## config.mk

```make
export PLATFORM = sky130hd
export DESIGN_NAME = mul_8b_iter
export DESIGN_NICKNAME = d
export VERILOG_FILES = /design/src/rtl/mul_pkg.sv /design/src/rtl/add_2n.sv /design/src/rtl/mul_8b_iter.sv
export SDC_FILE = /design/constraint.sdc
export NUM_CORES = 1
export LEC_CHECK = 0
export BUFFER_PORTS_ARGS = -buffer_cell sky130_fd_sc_hd__buf_2
export CAP_MARGIN = 20
export CORE_AREA = 5 5 94 61
export CTS_CLUSTER_SIZE = 24
export DETAILED_ROUTE_END_ITERATION = 10
export DIE_AREA = 0 0 99 66
export GPL_ROUTABILITY_DRIVEN = 0
export PLACE_DENSITY = 0.8
export REMOVE_ABC_BUFFERS = 1
export SYNTH_ARGS = -nofsm -noshare
export SYNTH_HDL_FRONTEND = slang
export SYNTH_SLANG_ARGS = --single-unit
```

## constraint.sdc

```tcl
create_clock -name clk -period 2.5 [get_ports clk]
set_input_delay 0.125 -clock clk [delete_from_list [all_inputs] [get_ports clk]]
set_output_delay 0.125 -clock clk [all_outputs]
set_load 0.005 [all_outputs]
```

## src/rtl/mul_pkg.sv

```systemverilog
// Shared types and sizing for the iterative shift-add multiplier.
package mul_pkg;

  localparam int NBITS_DEF = 8;
  localparam int CNT_W     = $clog2(NBITS_DEF);

  typedef enum logic [1:0] {
    IDLE = 2'd0,
    CALC = 2'd1,
    DONE = 2'd2
  } state_t;

  // Counter width for an arbitrary operand width; never narrower than 1 bit.
  function automatic int cnt_width(input int n);
    return (n > 1) ? $clog2(n) : 1;
  endfunction

endpackage

```

## src/rtl/add_2n.sv

```systemverilog
// Parameterised combinational adder used for the shift-add accumulate.
module add_2n #(
  parameter int W = 16
) (
  input  logic [W-1:0] in0,
  input  logic [W-1:0] in1,
  input  logic         cin,
  output logic         cout,
  output logic [W-1:0] sum
);

  assign {cout, sum} = in0 + in1 + {{W{1'b0}}, cin};

endmodule

```

## src/rtl/mul_8b_iter.sv

```systemverilog
// Iterative shift-add unsigned multiplier: NBITS x NBITS -> 2*NBITS.
// Optional macro MUL_EARLY_EXIT_EN: leave CALC as soon as the remaining
// multiplier bits are all zero (same product, shorter latency).
module mul_8b_iter
  import mul_pkg::*;
#(
  parameter int NBITS = NBITS_DEF
) (
  input  logic               clk,
  input  logic               rst,
  input  logic               istream_val,
  output logic               istream_rdy,
  input  logic [NBITS-1:0]   in0,
  input  logic [NBITS-1:0]   in1,
  output logic               ostream_val,
  input  logic               ostream_rdy,
  output logic [2*NBITS-1:0] prod
);

  localparam int CW = cnt_width(NBITS);

  state_t               state, state_nx;
  logic [2*NBITS-1:0]   a_reg, result, sum;
  logic [NBITS-1:0]     b_reg;
  logic [CW-1:0]        count;
  logic                 last, b_zero, calc_done;
  logic                 cout_unused;

  // Final CALC edge is the one where count already holds NBITS-1.
  assign last = (count == CW'(NBITS - 1));

`ifdef MUL_EARLY_EXIT_EN
  // No multiplier bits left: further iterations cannot change the result.
  assign b_zero = (b_reg == '0);
`else
  assign b_zero = 1'b0;
`endif

  assign calc_done = last || b_zero;

  // Accumulate adder; 2*NBITS is always wide enough, so carry-out is dropped.
  add_2n #(.W(2*NBITS)) u_add (
    .in0  (result),
    .in1  (a_reg),
    .cin  (1'b0),
    .cout (cout_unused),
    .sum  (sum)
  );

  // State register
  always_ff @(posedge clk) begin
    if (rst) state <= IDLE;
    else     state <= state_nx;
  end

  // Next-state logic
  always_comb begin
    state_nx = state;
    case (state)
      IDLE:    if (istream_val) state_nx = CALC;
      CALC:    if (calc_done)   state_nx = DONE;
      DONE:    if (ostream_rdy) state_nx = IDLE;
      default: state_nx = IDLE;
    endcase
  end

  // Handshake outputs decoded from state
  always_comb begin
    istream_rdy = (state == IDLE);
    ostream_val = (state == DONE);
  end

  // Datapath: load on accept, shift-add while calculating
  always_ff @(posedge clk) begin
    if (rst) begin
      a_reg  <= '0;
      b_reg  <= '0;
      result <= '0;
      count  <= '0;
    end else begin
      case (state)
        IDLE: if (istream_val) begin
          a_reg  <= {{NBITS{1'b0}}, in0};
          b_reg  <= in1;
          result <= '0;
          count  <= '0;
        end
        CALC: if (!b_zero) begin
          if (b_reg[0]) result <= sum;
          a_reg <= a_reg << 1;
          b_reg <= b_reg >> 1;
          count <= count + 1'b1;
        end
        default: ;
      endcase
    end
  end

  // Product is the live accumulator; only meaningful while ostream_val is high.
  assign prod = result;

endmodule

```

==> summary.txt <==
Run status
  • Status: completed

CTS
  • Post_cts resized: 0
  • CTS tree: done
  • Clock root buffer: clkbuf_8
  • Clk_lat worst skew: slightly below 300 ps
  • CTS max path bufs: 2
  • Clock slew at reported path FFs: 80 ps
  • # Post-CTS Setup Buffers: 0
  • CTS H-tree depth: 2
  • Hold_buf cts: 0
  • Clock sinks: 45
  • TritonCTS Buffers: 5

Timing
  • Slew Viols, Final: 0
  • Max Clock Skew: 4.99 ps
  • Fmax: 0.449 GHz
  • Worst slew pin tran: 874 ps
  • Final min period: roughly 2200 ps
  • RSZ-0062 raised after global routing: false
  • Final Hold Viols: 0
  • WHS: 161 ps
  • Final WS setup: 271 ps
  • Final setup fails: 0
  • Relative slew slack: 41.3%
  • Total negative slack: 0 ps
  • Crit share post-route: 89.2%

Critical path
  • Crit-path max FO: 4
  • Crit-path slowest cell: fa_1
  • Critical Path End Type: flop
  • Critical Path Start Type: flop
  • Critical Path Max Stage Delay: 430 ps
  • WP buf/inv: 1
  • Critical path arrival: 2420 ps
  • Crit path max-delay family: compound AO/OA/AOI/OAI gates
  • Worst-path cell chain: ha_1 -> inv_1 -> fa_1 -> nor2b_4 -> o2111ai_2 -> a211oi_2 -> o21ai_0 -> a32o_1
  • Critical path class: flop to flop
  • CP required: 2690 ps

Logic synthesis
  • Largest family of logic cells by synthesized area: compound AO/OA/AOI/OAI gates
  • Sequential area share after synthesis: 34.4%
  • Synth Instances: 323
  • Top cells by area, synth: dfxtp_1 34%, nor2_1 8.5%, ha_1 8.1%
  • #FFs+latches synth: 45
  • Async SR Flop Fraction: 0%
  • Top cell type's share of synthesized area: approximately a third
  • Average cell area after synthesis: 8.10 um^2
  • Synth cell types: 53
  • Synth Area in Simple Gates: 21.5%
  • Post-synthesis mux area share: 1.34%
  • Xor/xnor cell area share of the yosys netlist: roughly 2.0%
  • Leading area contributor after synthesis: dfxtp_1
  • Post-synthesis compound-gate area fraction: 28.0%
  • Adder-Cell Fraction of Synth Area: 8.90%
  • Post-synth EDFFs: 0
  • Synth Warn #: 0
  • Top FF cell, synth: dfxtp_1
  • Cell Area, Synth: 2620 um^2

Detailed routing
  • Drt wl/cell: 15.3 um
  • DR vias/cell: around 6
  • Antenna-violating nets left: 0
  • TritonRoute pass-1 iters: 4
  • Residual DRC: 0
  • Post-Route WL: between 6 and 7 mm
  • Drt first-iter violations: 154
  • Vias: 2463

Global routing
  • All-Layer GR Usage: 20.2%
  • Vias in the first global route: 2137
  • Antenna violations before repair: 0
  • Largest net degree at the start of global routing: 38
  • Total grt overflow: 0
  • First-pass GRT wire length: 10.6 mm

Finish
  • Fin nets: 392
  • Antenna diodes: 0
  • Area of all placed cells without fillers: 2920 um^2
  • Commonest non-fill, non-tap cell in the layout: nor2_1
  • Filler instances: 443
  • Fin util: 60.4%
  • Share of post-route cells with drive strength above 1: between 10% and 20%
  • Commonest non-fill, non-tap cells in the layout: 59 x nor2_1, 45 x dfxtp_1, 37 x buf_2
  • Layout area overhead: 11.5%

Power and ir drop
  • Pint: 0.00101 W
  • Seq pwr share: 55.5%
  • Comb power frac: 14.3%
  • Sw Share: 27.1%
  • Power density over the cells: 474 nW/um^2
  • Clock share of power: 30.2%
  • Max IR drop VDD: ~230 uV
  • Leak: ~1.3 nW
  • Net Switching: 0.000375 W

Placed design
  • Dpl ws: about 280 ps
  • Post-DP Area: 2840 um^2
  • Port Buffer Count: 37
  • Dpl hpwl: 4.72 mm

Floorplanning
  • Die X: 99 um
  • Core ar.: between 4000 and 5000 um^2
  • Die ar.: 6530 um^2
  • Die height: 66 um
  • Starting Density: 54.2%
  • I/O Pins: 38
  • Placement row count: 20

Min path
  • Hold WC Path Type: input pin to flop

Flow run
  • Max cap viols: 0
==> power by group through the flow <==
| stage | Combinational (W) | Sequential [W] | Clock (W) |
|---|---|---|---|
| floorplan | 0.000122 | 0.000782 | 0 |
| global placement | 0.000190 | 0.000783 | 0 |
| detailed placement | 0.000195 | 0.000784 | 0 |
| CTS | 0.000197 | 0.000767 | 0.000433 |
| global route | 0.000222 | 0.000773 | 0.000460 |
| finish | 0.000198 | 0.000767 | 0.000417 |
==> worst reg2reg max path, cell delays in order, from the launching register on <==
cell	delay, ps
dfxtp_1	370
ha_1	220
inv_1	70
fa_1	430
nor2b_4	170
o2111ai_2	150
a211oi_2	340
o21ai_0	120
a32o_1	260
==> kinds of logic (layout without fill, tap and decap cells) <==
| logic type | Yosys count | after routing |
|---|---|---|
| AND/OR/NAND/NOR | 124 | 124 |
| AO/OA/AOI/OAI | 102 | 102 |
| flip-flops | 45 | 45 |
| buffers and inverters | 25 | 55 |
| adder cells (fa/ha/maj) | 18 | 18 |
| XOR/XNOR | 6 | 6 |
| multiplexers | 3 | 3 |
==> cell type report <==
| cell class | count | area, um^2 | share of cell area [%] |
|---|---|---|---|
| Inverter | 8 | 30.0 | 1.03 |
| Sequential cell | 45 | 901 | 30.9 |
| Multi-Input combinational cell | 253 | 1610 | 55.3 |
| Clock inverter | 1 | 5.00 | 0.172 |
| Clock buffer | 5 | 68.8 | 2.36 |
| Tap cell | 66 | 82.6 | 2.83 |
| Timing Repair Buffer | 41 | 215 | 7.38 |
==> cell usage after synthesis, types with 2 or more instances <==
cell and number:
a21o_1 6, nand3_1 4, nor2_1 59, nand4_1 5, ha_1 17, a221oi_1 3
nor3_1 5, a22oi_1 14, xnor2_1 3, a32o_1 2, a32oi_1 2, nor2b_1 5
dfxtp_1 45, o21ai_1 5, xor2_1 3, and2_1 3, buf_2 6, a211oi_1 11
o2111ai_1 2, nand2_1 29, mux2i_1 2, clkbuf_1 10, o21a_1 5, o21ai_0 16
inv_1 7, or3_1 5, a21oi_4 2, a21oi_1 19, o211ai_1 4
==> routing by layer <==
metal | vias to the layer above | global-route usage, % | wire length, um
met4 | 0 | 5.62 | 53
met1 | 1133 | 30.5 | 3280
li1 | 1229 | - | -
met5 | - | 0 | 0
met3 | 7 | 5.06 | 530
met2 | 94 | 27.8 | 2560
==> worst paths after layout <==
path	start	to	slack (ps)	depth (start not counted)
min	ostream_rdy	state[1]	160	4
max reg2reg	a_reg[0]	prod[10]	270	8
max	a_reg[0]	prod[10]	270	8
min reg2reg	prod[7]	prod[7]	480	2
==> per-stage QoR <==
step / cells / power (W)
3_3_place_gp: 413 / 0.000974
3_5_place_dp: 413 / 0.000979
2_1_floorplan: 306 / 0.000904
6_report: 419 / 0.00138
4_1_cts: 419 / 0.00140
5_1_grt: 419 / 0.00145
Power figures use the tool's default switching activity.
